## src/rtl/imem_boot_loader_pkg.sv

```systemverilog
// rtl/imem_boot_loader_pkg.sv - shared encodings and constants for the instruction-memory boot loader
package imem_boot_loader_pkg;

    localparam int WORD_BYTES = 4;
    localparam int BEAT_W     = 2;

    typedef enum logic [2:0] {
        ST_IDLE   = 3'd0,
        ST_ACCEPT = 3'd1,
        ST_WRITE  = 3'd2,
        ST_DONE   = 3'd3,
        ST_ERROR  = 3'd4
    } state_e;

endpackage

```

## src/rtl/imem_boot_loader_word_byte_select.sv

```systemverilog
// rtl/imem_boot_loader_word_byte_select.sv - picks one byte of a word for a given write beat and byte order
module word_byte_select
    import imem_boot_loader_pkg::*;
(
    input  logic [31:0]       word,
    input  logic [BEAT_W-1:0] beat,
    input  logic              big_endian,
    output logic [7:0]        sel_byte
);

    logic [BEAT_W-1:0] lane;

    always_comb begin
        // Big-endian walks lanes 3..0 so beat 0 carries word[31:24].
        lane = big_endian ? ~beat : beat;
        case (lane)
            2'd0:    sel_byte = word[7:0];
            2'd1:    sel_byte = word[15:8];
            2'd2:    sel_byte = word[23:16];
            default: sel_byte = word[31:24];
        endcase
    end

endmodule

```

## src/rtl/imem_boot_loader.sv

```systemverilog
// rtl/imem_boot_loader.sv - streams program words into byte-wide instruction memory and holds the CPU until done
module imem_boot_loader
    import imem_boot_loader_pkg::*;
#(
    parameter int ADDR_W     = 9,
    parameter int BASE_ADDR  = 0,
    parameter int MAX_WORDS  = 128,
    parameter int BIG_ENDIAN = 1
) (
    input  logic              clk,
    input  logic              reset,
    input  logic              start,
    input  logic              in_valid,
    input  logic [31:0]       in_word,
    input  logic              in_last,
    output logic              in_ready,
    output logic              mem_we,
    output logic [ADDR_W-1:0] mem_addr,
    output logic [7:0]        mem_byte,
    output logic              cpu_hold,
    output logic              done,
    output logic              error,
    output logic [7:0]        word_count
);

    state_e              state_q, state_d;
    logic [ADDR_W-1:0]   ptr_q, ptr_d;
    logic [BEAT_W-1:0]   beat_q, beat_d;
    logic [7:0]          word_count_q, word_count_d;
    logic [31:0]         word_q, word_d;
    logic                last_q, last_d;
    logic [7:0]          word_count_inc;
    logic [7:0]          beat_byte;

    always_ff @(posedge clk or negedge reset) begin
        if (!reset) begin
            state_q      <= ST_IDLE;
            ptr_q        <= ADDR_W'(BASE_ADDR);
            beat_q       <= '0;
            word_count_q <= '0;
            word_q       <= '0;
            last_q       <= 1'b0;
        end else begin
            state_q      <= state_d;
            ptr_q        <= ptr_d;
            beat_q       <= beat_d;
            word_count_q <= word_count_d;
            word_q       <= word_d;
            last_q       <= last_d;
        end
    end

    assign word_count_inc = word_count_q + 8'd1;

    always_comb begin
        state_d      = state_q;
        ptr_d        = ptr_q;
        beat_d       = beat_q;
        word_count_d = word_count_q;
        word_d       = word_q;
        last_d       = last_q;
        case (state_q)
            ST_ACCEPT: begin
                if (in_valid) begin
                    word_d  = in_word;
                    last_d  = in_last;
                    beat_d  = '0;
                    state_d = ST_WRITE;
                end
            end
            ST_WRITE: begin
                beat_d = beat_q + 1'b1;
                if (beat_q == BEAT_W'(WORD_BYTES - 1)) begin
                    ptr_d        = ptr_q + ADDR_W'(WORD_BYTES);
                    word_count_d = word_count_inc;
                    if (last_q) begin
                        state_d = ST_DONE;
                    end else if (word_count_inc == 8'(MAX_WORDS)) begin
                        state_d = ST_ERROR;
                    end else begin
                        state_d = ST_ACCEPT;
                    end
                end
            end
            default: begin
                // IDLE, DONE and ERROR all (re)start a load the same way.
                if (start) begin
                    ptr_d        = ADDR_W'(BASE_ADDR);
                    word_count_d = '0;
                    state_d      = ST_ACCEPT;
                end
            end
        endcase
    end

    word_byte_select u_word_byte_select (
        .word       (word_q),
        .beat       (beat_q),
        .big_endian (BIG_ENDIAN != 0),
        .sel_byte   (beat_byte)
    );

    // Address and data are forced to zero outside WRITE so idle outputs read as 0.
    assign in_ready   = (state_q == ST_ACCEPT);
    assign mem_we     = (state_q == ST_WRITE);
    assign mem_addr   = mem_we ? (ptr_q + {{(ADDR_W-BEAT_W){1'b0}}, beat_q}) : '0;
    assign mem_byte   = mem_we ? beat_byte : 8'd0;
    assign cpu_hold   = (state_q != ST_DONE);
    assign done       = (state_q == ST_DONE);
    assign error      = (state_q == ST_ERROR);
    assign word_count = word_count_q;

endmodule
```

## config.mk

```make
export PLATFORM = sky130hd
export DESIGN_NAME = imem_boot_loader
export DESIGN_NICKNAME = d
export VERILOG_FILES = /design/src/rtl/imem_boot_loader_pkg.sv /design/src/rtl/imem_boot_loader_word_byte_select.sv /design/src/rtl/imem_boot_loader.sv
export SDC_FILE = /design/constraint.sdc
export NUM_CORES = 1
export LEC_CHECK = 0
export BUFFER_PORTS_ARGS = -buffer_cell sky130_fd_sc_hd__buf_2
export CAP_MARGIN = 40
export CORE_MARGIN = 2
export CORE_UTILIZATION = 53
export CTS_CLUSTER_SIZE = 16
export DETAILED_ROUTE_END_ITERATION = 7
export HOLD_SLACK_MARGIN = 0.03
export PLACE_DENSITY_LB_ADDON = 0.25
export SLEW_MARGIN = 0
export SYNTH_ARGS = -nofsm -noshare
export SYNTH_HDL_FRONTEND = slang
export SYNTH_SLANG_ARGS = --single-unit
```

## constraint.sdc

```tcl
create_clock -name clk -period 2.9 [get_ports clk]
set_clock_uncertainty 0.2 [all_clocks]
set_input_delay 0.145 -clock clk [delete_from_list [all_inputs] [get_ports clk]]
set_output_delay 0.145 -clock clk [all_outputs]
set_load 0.03 [all_outputs]
```

==> impl_metrics.prom, run 1 <==
# TYPE chip_impl_metric gauge
chip_impl_info{name="run_status",value="finished clean"} 1
chip_impl_metric{name="hpwl",unit="um"} 4091
chip_impl_metric{name="grt_pass1_vias",unit=""} 2159
chip_impl_metric{name="peakVddDrop",unit="V"} 0.0005092
chip_impl_metric{name="routed_metal_1_wire_length",unit="um"} 2719
chip_impl_metric{name="post_synth_inst_count",unit=""} 255
chip_impl_metric{name="critical_path.max_fanout",unit=""} 8
chip_impl_info{name="top_layer",value="met4"} 1
chip_impl_metric{name="initial_utilization",unit="%"} 54.10
chip_impl_info{name="tritoncts",value="built"} 1
chip_impl_metric{name="floorplan.die_area",unit="sq mm"} 0.005702
chip_impl_metric{name="die-width",unit="um"} 75.51
chip_impl_info{name="crit_path_start_kind",value="flip-flop"} 1
chip_impl_info{name="clockRootBuffer",value="sky130_fd_sc_hd__clkbuf_8"} 1
chip_impl_metric{name="floorplan.die.height",unit="um"} 75.51
chip_impl_metric{name="synthesis.nets",unit=""} 298
chip_impl_info{name="classification_of_the_worst_slack_hold_path",value="in2reg"} 1
chip_impl_metric{name="critical_path.n_buffers_inverters",unit=""} 2
chip_impl_metric{name="timing_worst_slew_pin_value",unit="ps"} 541.1
chip_impl_metric{name="globalplace.congestion",unit=""} 0.8519
chip_impl_metric{name="post_route_cells_drive_above_1_share",unit="%"} 32.67
chip_impl_metric{name="final.setup.tns",unit="ps"} 0
chip_impl_metric{name="clock-sinks",unit=""} 53
chip_impl_metric{name="numPortBuffers",unit=""} 66
chip_impl_metric{name="report.power.total",unit="mW"} 3.066
chip_impl_metric{name="synth_top_area_share",unit="%"} 48.94
chip_impl_metric{name="synth_area_per_cell",unit="sq um"} 10.63
chip_impl_metric{name="met2WireLength",unit="um"} 3052
chip_impl_metric{name="path_clk_slew",unit="ps"} 90
chip_impl_metric{name="synthesis.area",unit="sq mm"} 0.002710
chip_impl_info{name="path_delay_family",value="compound AO/OA/AOI/OAI gates"} 1
chip_impl_metric{name="post_detailed_route_via_to_cell_ratio",unit=""} 5.434
chip_impl_info{name="ys_top_cells_by_area",value="sky130_fd_sc_hd__dfrtp_1, sky130_fd_sc_hd__mux2_2, sky130_fd_sc_hd__nor2_1"} 1
chip_impl_metric{name="min_delay_path_depth",unit=""} 4
chip_impl_metric{name="multi_input_area",unit="sq mm"} 0.001282
chip_impl_metric{name="post-route-drc-count",unit=""} 0
chip_impl_info{name="timing.critical_path.cells",value="inv_1 -> ha_1 -> a222oi_1 -> nor2_1 -> a21oi_1 -> nor2_1 -> buf_2"} 1
chip_impl_metric{name="timing.slew.headroom",unit="%"} 63.93
chip_impl_info{name="critPathMostFrequentCell",value="sky130_fd_sc_hd__nor2_1"} 1
chip_impl_metric{name="critical_path.max_stage_delay",unit="ps"} 410
chip_impl_metric{name="ys_ff_latch",unit=""} 53
chip_impl_metric{name="cap_violations",unit=""} 0
chip_impl_metric{name="finalNetCount",unit=""} 395
chip_impl_metric{name="synthDistinctLibCells",unit=""} 38
chip_impl_metric{name="avgRoutedWirePerCell",unit="um"} 14.69
chip_impl_metric{name="final-seq-area",unit="sq mm"} 0.001326
chip_impl_metric{name="pin_count",unit=""} 67
chip_impl_metric{name="post-route-min-period",unit="ps"} 2321
chip_impl_metric{name="wire_length_of_the_first_global_routing_pass",unit="um"} 10070
chip_impl_metric{name="cells_after_dpl",unit=""} 380
chip_impl_metric{name="synth.yosys.seq_area_share",unit="%"} 48.94
chip_impl_info{name="synthDominantAreaCellType",value="sky130_fd_sc_hd__dfrtp_1"} 1
chip_impl_metric{name="grt_start_max_net_pins",unit=""} 36
chip_impl_info{name="postSynth.topFlopCell",value="sky130_fd_sc_hd__dfrtp_1"} 1
chip_impl_metric{name="fill_cells",unit=""} 416
chip_impl_metric{name="met3WireLength",unit="um"} 304
chip_impl_metric{name="wirelength",unit="um"} 6199
chip_impl_metric{name="cts_inserted_buffers",unit=""} 5
chip_impl_info{name="cp_slowest_cell",value="sky130_fd_sc_hd__dfrtp_1"} 1
chip_impl_metric{name="synth-edff-count",unit=""} 0
chip_impl_metric{name="slew_viol_final",unit=""} 0
chip_impl_metric{name="maximum_level_of_the_cts_h_tree",unit=""} 2
chip_impl_metric{name="fp.coreArea",unit="sq mm"} 0.005010
chip_impl_metric{name="clk-insertion-delay-late",unit="ps"} 310
chip_impl_metric{name="post_cts_resize_count",unit=""} 0
chip_impl_info{name="path_class",value="reg2out"} 1
chip_impl_metric{name="timing.fmax",unit="GHz"} 0.4309
chip_impl_metric{name="utilization",unit="%"} 70.60
chip_impl_metric{name="cts.path.max_buffers",unit=""} 2
chip_impl_metric{name="power-per-cell-area",unit="mW/mm^2"} 866.8
chip_impl_metric{name="cp_data_arrival_time",unit="ps"} 1980
chip_impl_metric{name="ant_nets",unit=""} 0
chip_impl_metric{name="critical_path_cell_count",unit=""} 7
chip_impl_metric{name="cp_data_required_time",unit="ps"} 2560
chip_impl_metric{name="row_count",unit=""} 26
chip_impl_metric{name="synth-warning-count",unit=""} 0
chip_impl_metric{name="grt_antenna_before_repair",unit=""} 0
chip_impl_metric{name="grt_overflow_total",unit=""} 0
chip_impl_metric{name="global_routing_usage_summed_across_all_routing_layers",unit="%"} 23.48
chip_impl_metric{name="report.final.hold_viol_count",unit=""} 0
chip_impl_info{name="worst_setup_path_end_kind",value="output port"} 1
chip_impl_metric{name="final_cell_count_no_fill",unit=""} 422
chip_impl_metric{name="detail_route.iter0.violations",unit=""} 134
chip_impl_info{name="rsz0062_at_grt",value="no"} 1
chip_impl_metric{name="total_leakage_power",unit="nW"} 1.676
chip_impl_metric{name="antennaDiodeCount",unit=""} 0
chip_impl_metric{name="detailroute.via_count",unit=""} 2293
chip_impl_metric{name="syn_to_final_growth",unit="%"} 30.52
chip_impl_metric{name="final.period_utilization",unit="%"} 80.03
chip_impl_metric{name="worstRegToRegCells",unit=""} 7
chip_impl_metric{name="detail_route.first_pass.iterations",unit=""} 4
chip_impl_metric{name="synth-async-reset-ratio",unit="%"} 100.0
chip_impl_metric{name="final-setup-viol-count",unit=""} 0
-- logic make-up (layout without fill, tap and decap cells) --
kind of cell | Yosys count | count (layout) | share of synthesized area [%]
xor+xnor | 8 | 8 | 2.586
flops | 53 | 53 | 48.94
buf+inv | 22 | 119 | 3.740
simple gates | 84 | 84 | 16.16
fa+ha+maj | 6 | 6 | 2.770
compound gates | 48 | 48 | 11.68
mux | 34 | 34 | 14.13
-- state kept, by name, indices dropped and copies added, names as in the netlist --
signal / count
state_q: 3
word_q: 32
beat_q: 2
last_q: 1
ptr_q: 7
word_count: 8
-- path summary, 6_finish.rpt --
| kind | from | end | slack, ps |
|---|---|---|---|
| worst max register to register | beat_q[0]$_DFFE_PN0P_ | word_count[5]$_DFFE_PN0P_ | 630 |
| worst min register to register | word_q[13]$_DFFE_PN0P_ | word_q[13]$_DFFE_PN0P_ | 320 |
| worst max-delay path | beat_q[0]$_DFFE_PN0P_ | mem_byte[1] | 580 |
| worst min-delay path | start | state_q[0]$_DFFE_PN0P_ | 40 |
| min in group asynchronous | reset | word_q[23]$_DFFE_PN0P_ | 150 |
| max in group asynchronous | reset | ptr_q[7]$_DFFE_PN0P_ | 1580 |
-- cell usage in the layout, fill, tap and decap left out, drive strengths merged, types with 2 or more instances in the layout --
master / instances
nand3: 10
clkbuf: 5
nor3b: 2
o21ai: 12
and3: 10
mux2: 34
dlygate4sd3: 35
xnor2: 7
inv: 6
a21oi: 16
buf: 70
clkinv: 2
and2: 4
a222oi: 8
o31ai: 4
nor3: 3
a211oi: 3
ha: 6
nor2b: 2
dfrtp: 53
nand4: 2
nand2: 17
nor2: 30
-- report_power, final --
| part | internal [mW] | switching [mW] |
|---|---|---|
| logic | 0.587 | 0.737 |
| clock network | 0.251 | 0.240 |
| registers | 1.02 | 0.226 |
| total | 1.86 | 1.20 |
-- cell type report --
class / count / area share, %
flip-flops and latches: 53 / 37.50
multi-input cells: 180 / 36.26
repair buffers: 105 / 20.09
well taps: 70 / 2.476
inverters: 7 / 0.7428
clock buffers: 5 / 1.946
clock inverters: 2 / 0.9904
-- per-stage QoR --
stage / setup WS (ps) / cell area [sq um] / hold WS, ps
2_1_floorplan: 926.8 / 2710 / -350.6
3_3_place_gp: 760.5 / 3083 / -39.30
3_5_place_dp: 713.5 / 3083 / -40.99
4_1_cts: 585.6 / 3537 / 33.00
5_1_grt: 414.3 / 3537 / 75.24
6_report: 579.3 / 3537 / 43.02
-- Yosys cell counts (all sizes together), types with 6 or more instances --
library cell,instances
ha,6
xnor2,7
mux2,34
nor2,30
clkbuf,7
inv,6
a21oi,16
dfrtp,53
nand3,10
nand2,17
buf,8
and3,10
o21ai,12
a222oi,8
-- per-layer routing --
| layer | vias to the layer above | global-route usage [%] |
|---|---|---|
| li1 | 1105 | - |
| met1 | 1109 | 30.92 |
| met2 | 68 | 39.42 |
| met3 | 11 | 4.894 |
| met4 | 0 | 6.823 |
| met5 | - | 0 |
-- repair_timing --
item                                   4_1_cts  5_1_grt
endpoints found under the hold margin       58        0
hold buffers                                35        0
buffers inserted                             0        0
-- worst min-delay path: stages --
cell	delay (ps)
sky130_fd_sc_hd__buf_2	130
sky130_fd_sc_hd__o21ai_0	70
sky130_fd_sc_hd__nand3_1	80
sky130_fd_sc_hd__o21ai_0	80
Note: power is estimated with default switching activity, not from simulation.
==> inputs of run 2 (changes only) <==
- clock period: 2.9 -> 2.35 ns (I/O delays scaled with it)
==> impl_metrics.prom, run 2 (same netlist as run 1, synthesis figures left out) <==
# TYPE chip_impl_metric gauge
chip_impl_metric{name="hold_ws",unit="ps"} 54.22
chip_impl_metric{name="min_delay_path_depth",unit=""} 3
chip_impl_metric{name="post_route_cells_drive_above_1_share",unit="%"} 34.73
chip_impl_metric{name="syn_to_final_growth",unit="%"} 33.80
chip_impl_metric{name="final_design_area_no_fill",unit="sq mm"} 0.003626
chip_impl_metric{name="share_clk_of_total_power",unit="%"} 16.6
chip_impl_metric{name="avgRoutedWirePerCell",unit="um"} 15.08
chip_impl_metric{name="post_detailed_route_via_to_cell_ratio",unit=""} 5.354
chip_impl_metric{name="p_switching",unit="mW"} 1.539
chip_impl_metric{name="worstRegToRegCells",unit=""} 5
chip_impl_metric{name="hpwl",unit="um"} 4175
chip_impl_metric{name="net_switching_fraction_of_the_power",unit="%"} 39.29
chip_impl_metric{name="largest_register_ff_count",unit=""} 32
chip_impl_info{name="worst_setup_path_end_kind",value="output port"} 1
chip_impl_metric{name="finalNetCount",unit=""} 399
chip_impl_info{name="hold_path.startpoint",value="start"} 1
chip_impl_info{name="rsz0062_at_grt",value="no"} 1
chip_impl_info{name="r2r_end",value="state_q[0]$_DFFE_PN0P_"} 1
chip_impl_metric{name="timing.slew.headroom",unit="%"} 57.50
chip_impl_metric{name="detail_route.iter0.violations",unit=""} 141
chip_impl_metric{name="r2r_slack",unit="ps"} 270
chip_impl_metric{name="pin_count",unit=""} 67
chip_impl_info{name="hold_end",value="state_q[1]$_DFFE_PN0P_"} 1
chip_impl_info{name="run_status",value="finished clean"} 1
chip_impl_info{name="classification_of_the_worst_slack_hold_path",value="in2reg"} 1
chip_impl_info{name="path_class",value="reg2out"} 1
chip_impl_metric{name="utilization",unit="%"} 72.38
chip_impl_metric{name="detailroute.via_count",unit=""} 2286
chip_impl_metric{name="timing_worst_slew_pin_value",unit="ps"} 637.5
chip_impl_metric{name="globalplace.congestion",unit=""} 0.8625
chip_impl_info{name="tritoncts",value="built"} 1
chip_impl_metric{name="combinationalPowerShare",unit="%"} 43.8
chip_impl_metric{name="cts.path.max_buffers",unit=""} 2
chip_impl_metric{name="critical_path.max_fanout",unit=""} 8
chip_impl_metric{name="setup_slack",unit="ps"} 134.0
chip_impl_metric{name="worst_slack_after_detailed_placement",unit="ps"} 283.8
chip_impl_metric{name="grt_pass1_vias",unit=""} 2111
chip_impl_metric{name="cp_data_arrival_time",unit="ps"} 1900
chip_impl_metric{name="row_count",unit=""} 26
chip_impl_metric{name="cp_data_required_time",unit="ps"} 2030
chip_impl_metric{name="fp.coreArea",unit="sq mm"} 0.005010
chip_impl_metric{name="setup_repair_bufs_after_cts",unit=""} 0
chip_impl_metric{name="maximum_level_of_the_cts_h_tree",unit=""} 2
chip_impl_metric{name="total_leakage_power",unit="nW"} 1.697
chip_impl_metric{name="report.final.hold_viol_count",unit=""} 0
chip_impl_metric{name="grt_antenna_before_repair",unit=""} 0
chip_impl_metric{name="ant_nets",unit=""} 0
chip_impl_metric{name="timing.fmax",unit="GHz"} 0.4513
chip_impl_metric{name="initial_utilization",unit="%"} 54.10
chip_impl_metric{name="power_frac_seq",unit="%"} 39.6
chip_impl_metric{name="floorplan.die_area",unit="sq mm"} 0.005702
chip_impl_metric{name="numPortBuffers",unit=""} 66
chip_impl_info{name="commonest_non_fill_non_tap_cell_in_the_layout",value="sky130_fd_sc_hd__buf_2"} 1
chip_impl_metric{name="slew_viol_final",unit=""} 0
chip_impl_metric{name="final.period_utilization",unit="%"} 94.30
chip_impl_metric{name="floorplan.die.height",unit="um"} 75.51
chip_impl_metric{name="wire_length_of_the_first_global_routing_pass",unit="um"} 10200
chip_impl_metric{name="post_place_instance_area",unit="sq mm"} 0.003118
chip_impl_info{name="clockRootBuffer",value="sky130_fd_sc_hd__clkbuf_8"} 1
chip_impl_metric{name="grt_overflow_total",unit=""} 0
chip_impl_metric{name="path_clk_slew",unit="ps"} 110
chip_impl_metric{name="peakVddDrop",unit="V"} 0.0007286
chip_impl_metric{name="antennaDiodeCount",unit=""} 0
chip_impl_metric{name="die-width",unit="um"} 75.51
chip_impl_info{name="largest-register",value="word_q"} 1
chip_impl_metric{name="detail_route.first_pass.iterations",unit=""} 4
chip_impl_metric{name="wirelength",unit="um"} 6440
chip_impl_metric{name="post-route-drc-count",unit=""} 0
chip_impl_info{name="final_cell_mix",value="sky130_fd_sc_hd__buf_2, sky130_fd_sc_hd__dfrtp_1, sky130_fd_sc_hd__dlygate4sd3_1"} 1
chip_impl_metric{name="final-setup-viol-count",unit=""} 0
chip_impl_metric{name="post-route-min-period",unit="ps"} 2216
chip_impl_metric{name="clock-sinks",unit=""} 53
chip_impl_metric{name="global_routing_usage_summed_across_all_routing_layers",unit="%"} 23.91
chip_impl_info{name="crit_path_start_kind",value="flip-flop"} 1
chip_impl_metric{name="cap_violations",unit=""} 0
chip_impl_info{name="critical_path.reg2reg.startpoint",value="state_q[0]$_DFFE_PN0P_"} 1
chip_impl_metric{name="final.setup.tns",unit="ps"} 0
chip_impl_metric{name="power-per-cell-area",unit="mW/mm^2"} 1081
chip_impl_metric{name="clk-insertion-delay-late",unit="ps"} 310
chip_impl_metric{name="internal_power_of_the_cells",unit="mW"} 2.379
chip_impl_metric{name="grt_start_max_net_pins",unit=""} 36
chip_impl_metric{name="cts_inserted_buffers",unit=""} 5
[run 2: changes by cell type in the layout (fill, tap and decap cells not counted), sizes merged]
cell	before	now
clkinv	2	1
dlygate4sd3	35	36
buf	70	73
inv	6	8
[run 2: through the flow]
step / total power [mW] / cells
finish: 3.918 / 427
global route: 4.178 / 427
CTS: 3.875 / 427
detailed placement: 3.177 / 383
global placement: 3.119 / 383
floorplan: 2.737 / 255
[run 2: repair_timing]
item / CTS / global route
setup endpoints to repair: 0 / 8
hold buffers: 36 / 0
hold endpoints to repair: 60 / 0
gates resized for setup: 0 / 7
[run 2: worst max path at each step]
stage | start | to | slack, ps | cells past startpoint
after floorplan | word_count[4]$_DFFE_PN0P_ | state_q[0]$_DFFE_PN0P_ | 390 | 5
after global placement | state_q[0]$_DFFE_PN0P_ | state_q[0]$_DFFE_PN0P_ | 330 | 5
after detailed placement | state_q[0]$_DFFE_PN0P_ | state_q[0]$_DFFE_PN0P_ | 280 | 5
after CTS | beat_q[0]$_DFFE_PN0P_ | mem_byte[4] | 6 | 7
after global routing | beat_q[0]$_DFFE_PN0P_ | mem_byte[1] | 20 | 7
final | beat_q[1]$_DFFE_PN0P_ | mem_byte[5] | 130 | 7
[run 2: power by group through the flow]
stage                     combinational, mW  sequential (mW)  clock, mW
final                                  1.72             1.55      0.650
after global routing                   1.88             1.61      0.689
after CTS                              1.68             1.54      0.659
after detailed placement               1.62             1.56          0
after global placement                 1.58             1.54          0
after floorplan                        1.26             1.48          0
[run 2: critical path, stage by stage (launching register included)]
cell,delay (ps)
sky130_fd_sc_hd__dfrtp_1,450
sky130_fd_sc_hd__ha_4,210
sky130_fd_sc_hd__buf_4,170
sky130_fd_sc_hd__a222oi_1,310
sky130_fd_sc_hd__nor2_1,70
sky130_fd_sc_hd__a21oi_1,130
sky130_fd_sc_hd__nor2_1,70
sky130_fd_sc_hd__buf_2,180
[run 2: routing by layer]
layer / vias to the layer above / share of wire (%) / GRT usage [%]
met3: 14 / 3.4 / 4.365
met4: 0 / 2.1 / 7.602
met5: - / 0 / 0
met2: 59 / 49 / 39.42
met1: 1096 / 45 / 32.27
li1: 1117 / - / -
[run 2: layout make-up]
type,instances,area [sq um]
Timing Repair Buffer,109,755.7
Fill cell,391,1384
Tap cell,70,87.58
Inverter,7,26.28
Multi-Input combinational cell,180,1313
Clock buffer,5,68.82
Clock inverter,3,47.55
Sequential cell,53,1328
==> inputs of run 3 (changes only) <==
- CORE_UTILIZATION: 53 -> 48
- clock period: 2.35 -> 2.02 ns (I/O delays scaled with it)
==> impl_metrics.prom, run 3 (same netlist as run 1, synthesis figures left out) <==
# TYPE chip_impl_metric gauge
chip_impl_info{name="run_status",value="finished, violations left"} 1
chip_impl_info{name="failing_checks",value="negative setup slack"} 1
chip_impl_info{name="worst_setup_path_startpoint",value="beat_q[1]$_DFFE_PN0P_"} 1
chip_impl_metric{name="post_detailed_route_via_to_cell_ratio",unit=""} 5.290
chip_impl_metric{name="final.period_utilization",unit="%"} 106.0
chip_impl_metric{name="globalplace.congestion",unit=""} 0.8146
chip_impl_metric{name="peakVddDrop",unit="V"} 0.0006785
chip_impl_info{name="critPathMostFrequentCell",value="sky130_fd_sc_hd__nor2_1"} 1
chip_impl_metric{name="syn_to_final_growth",unit="%"} 39.61
chip_impl_info{name="clockRootBuffer",value="sky130_fd_sc_hd__clkbuf_8"} 1
chip_impl_info{name="worst_setup_path_end_kind",value="output port"} 1
chip_impl_metric{name="cells_after_dpl",unit=""} 391
chip_impl_metric{name="report.final.hold_viol_count",unit=""} 0
chip_impl_metric{name="detailroute.via_count",unit=""} 2338
chip_impl_metric{name="floorplan.die.height",unit="um"} 79.14
chip_impl_metric{name="pin_count",unit=""} 67
chip_impl_metric{name="clk-insertion-delay-late",unit="ps"} 310
chip_impl_metric{name="total_leakage_power",unit="nW"} 1.751
chip_impl_metric{name="fill_cells",unit=""} 423
chip_impl_metric{name="grt_start_max_net_pins",unit=""} 54
chip_impl_metric{name="detail_route.iter0.violations",unit=""} 131
chip_impl_metric{name="utilization",unit="%"} 69.14
chip_impl_metric{name="cts.path.max_buffers",unit=""} 2
chip_impl_metric{name="largest_register_ff_count",unit=""} 32
chip_impl_info{name="largest-register",value="word_q"} 1
chip_impl_metric{name="fp.coreArea",unit="sq mm"} 0.005473
chip_impl_info{name="final_cell_mix",value="sky130_fd_sc_hd__buf_2, sky130_fd_sc_hd__dfrtp_1, sky130_fd_sc_hd__dlygate4sd3_1"} 1
chip_impl_metric{name="timing.fmax",unit="GHz"} 0.4670
chip_impl_info{name="classification_of_the_worst_slack_hold_path",value="in2async"} 1
chip_impl_metric{name="numPortBuffers",unit=""} 66
chip_impl_metric{name="wire_length_of_the_first_global_routing_pass",unit="um"} 10440
chip_impl_metric{name="finalNetCount",unit=""} 412
chip_impl_metric{name="worstRegToRegCells",unit=""} 5
chip_impl_metric{name="critical_path.max_fanout",unit=""} 7
chip_impl_metric{name="grt_overflow_total",unit=""} 0
chip_impl_metric{name="slew_viol_final",unit=""} 0
chip_impl_metric{name="initial_utilization",unit="%"} 49.52
chip_impl_info{name="path_class",value="reg2out"} 1
chip_impl_metric{name="cp_data_required_time",unit="ps"} 1720
chip_impl_info{name="timing.critical_path.cells",value="ha_4 -> buf_6 -> a222oi_1 -> nor2_1 -> a21oi_1 -> nor2_1 -> buf_4"} 1
chip_impl_metric{name="critical_path.max_stage_delay",unit="ps"} 460
chip_impl_metric{name="grt_antenna_before_repair",unit=""} 0
chip_impl_metric{name="grt_pass1_vias",unit=""} 2305
chip_impl_metric{name="path_clk_slew",unit="ps"} 100
chip_impl_metric{name="cap_violations",unit=""} 0
chip_impl_info{name="cp_slowest_cell",value="sky130_fd_sc_hd__dfrtp_2"} 1
chip_impl_metric{name="setup_slack",unit="ps"} -121.2
chip_impl_metric{name="final_cell_count_no_fill",unit=""} 442
chip_impl_metric{name="post-route-min-period",unit="ps"} 2141
chip_impl_info{name="rsz0062_at_grt",value="yes"} 1
chip_impl_metric{name="die-width",unit="um"} 79.14
chip_impl_metric{name="antennaDiodeCount",unit=""} 0
chip_impl_metric{name="timing_worst_slew_pin_value",unit="ps"} 350.1
chip_impl_metric{name="final-setup-viol-count",unit=""} 8
chip_impl_metric{name="power-per-cell-area",unit="mW/mm^2"} 1233
chip_impl_metric{name="wirelength",unit="um"} 6247
chip_impl_metric{name="avgRoutedWirePerCell",unit="um"} 14.13
chip_impl_metric{name="post_route_cells_drive_above_1_share",unit="%"} 39.46
chip_impl_metric{name="timing.slew.headroom",unit="%"} 76.49
chip_impl_metric{name="row_count",unit=""} 27
chip_impl_metric{name="post-route-drc-count",unit=""} 0
chip_impl_info{name="commonest_non_fill_non_tap_cell_in_the_layout",value="sky130_fd_sc_hd__buf_2"} 1
chip_impl_info{name="critical_path.reg2reg.startpoint",value="state_q[2]$_DFFE_PN0P_"} 1
chip_impl_metric{name="floorplan.die_area",unit="sq mm"} 0.006263
chip_impl_metric{name="global_routing_usage_summed_across_all_routing_layers",unit="%"} 21.11
chip_impl_info{name="crit_path_start_kind",value="flip-flop"} 1
chip_impl_metric{name="cp_data_arrival_time",unit="ps"} 1840
chip_impl_metric{name="hpwl",unit="um"} 4117
chip_impl_metric{name="ant_nets",unit=""} 0
chip_impl_metric{name="detail_route.first_pass.iterations",unit=""} 5
chip_impl_info{name="tritoncts",value="built"} 1
chip_impl_metric{name="maximum_level_of_the_cts_h_tree",unit=""} 2
chip_impl_metric{name="clock-sinks",unit=""} 53
chip_impl_metric{name="cts_inserted_buffers",unit=""} 5
[run 3: cell count changes in the layout (fill, tap and decap cells not counted), moves of 3 or more]
cell	change
sky130_fd_sc_hd__buf_2	-7
sky130_fd_sc_hd__buf_4	+14
sky130_fd_sc_hd__buf_6	+3
sky130_fd_sc_hd__clkinvlp_4	+3
sky130_fd_sc_hd__dfrtp_1	-5
sky130_fd_sc_hd__dfrtp_2	+5
[run 3: final cells by class]
cell class | instances | area (sq um) | share of cell area [%]
multi-input combinational | 180 | 1325 | 35.02
clock inverter | 3 | 26.28 | 0.6944
inverter | 7 | 30.03 | 0.7937
clock buffer | 5 | 68.82 | 1.819
timing repair buffer | 122 | 909.6 | 24.04
sequential | 53 | 1334 | 35.25
tap | 72 | 90.09 | 2.381
[run 3: path summary, 6_finish.rpt]
kind                                             end  slack [ps]
max                                      mem_byte[7]        -120
max reg2reg                   word_q[14]$_DFFE_PN0P_          90
min reg2reg                     ptr_q[3]$_DFFE_PN0P_         320
min                            word_q[3]$_DFFE_PN0P_         110
max in group asynchronous  word_count[0]$_DFFE_PN0P_        1260
min in group clk                ptr_q[3]$_DFFE_PN0P_         320
[run 3: timing repair]
item / 4_1_cts / 5_1_grt
resized for setup: 20 / 8
endpoints found under the setup margin: 9 / 14
pin swaps: 9 / 12
setup buffers: 2 / 4
endpoints found under the hold margin: 88 / 0
hold buffers: 37 / 0
[run 3: stage by stage]
| step | power, mW | worst slack, ps | setup TNS, ps | hold WS [ps] | instance area (sq um) |
|---|---|---|---|---|---|
| after global routing | 4.992 | -251.4 | -1721 | 145.0 | 3784 |
| after CTS | 4.585 | -156.9 | -833.0 | 109.9 | 3727 |
| after global placement | 3.746 | 89.44 | 0 | -79.30 | 3191 |
| after floorplan | 3.184 | 55.63 | 0 | -394.6 | 2710 |
| after detailed placement | 3.790 | 49.61 | 0 | -81.46 | 3191 |
| final | 4.666 | -121.2 | -707.5 | 106.7 | 3784 |
[run 3: power breakdown]
part | internal [mW] | switching (mW)
clock network | 0.253 | 0.370
registers | 1.48 | 0.305
logic | 1.10 | 1.16
total | 2.83 | 1.83
[run 3: worst max-delay path: cells and delay by family (launching register included)]
kind	cells	cell delay [ps]
adder cells (fa/ha/maj)	1	180
AND/OR/NAND/NOR	2	140
AO/OA/AOI/OAI	2	450
flip-flops	1	460
buffers and inverters	2	290
[run 3: routing by layer]
layer | vias to the layer above | share of wire [%] | global-route usage [%]
li1 | 1138 | - | -
met1 | 1134 | 45 | 26.90
met2 | 60 | 49 | 36.02
met3 | 6 | 4.9 | 3.523
met4 | 0 | 1.2 | 7.931
met5 | - | 0 | 0
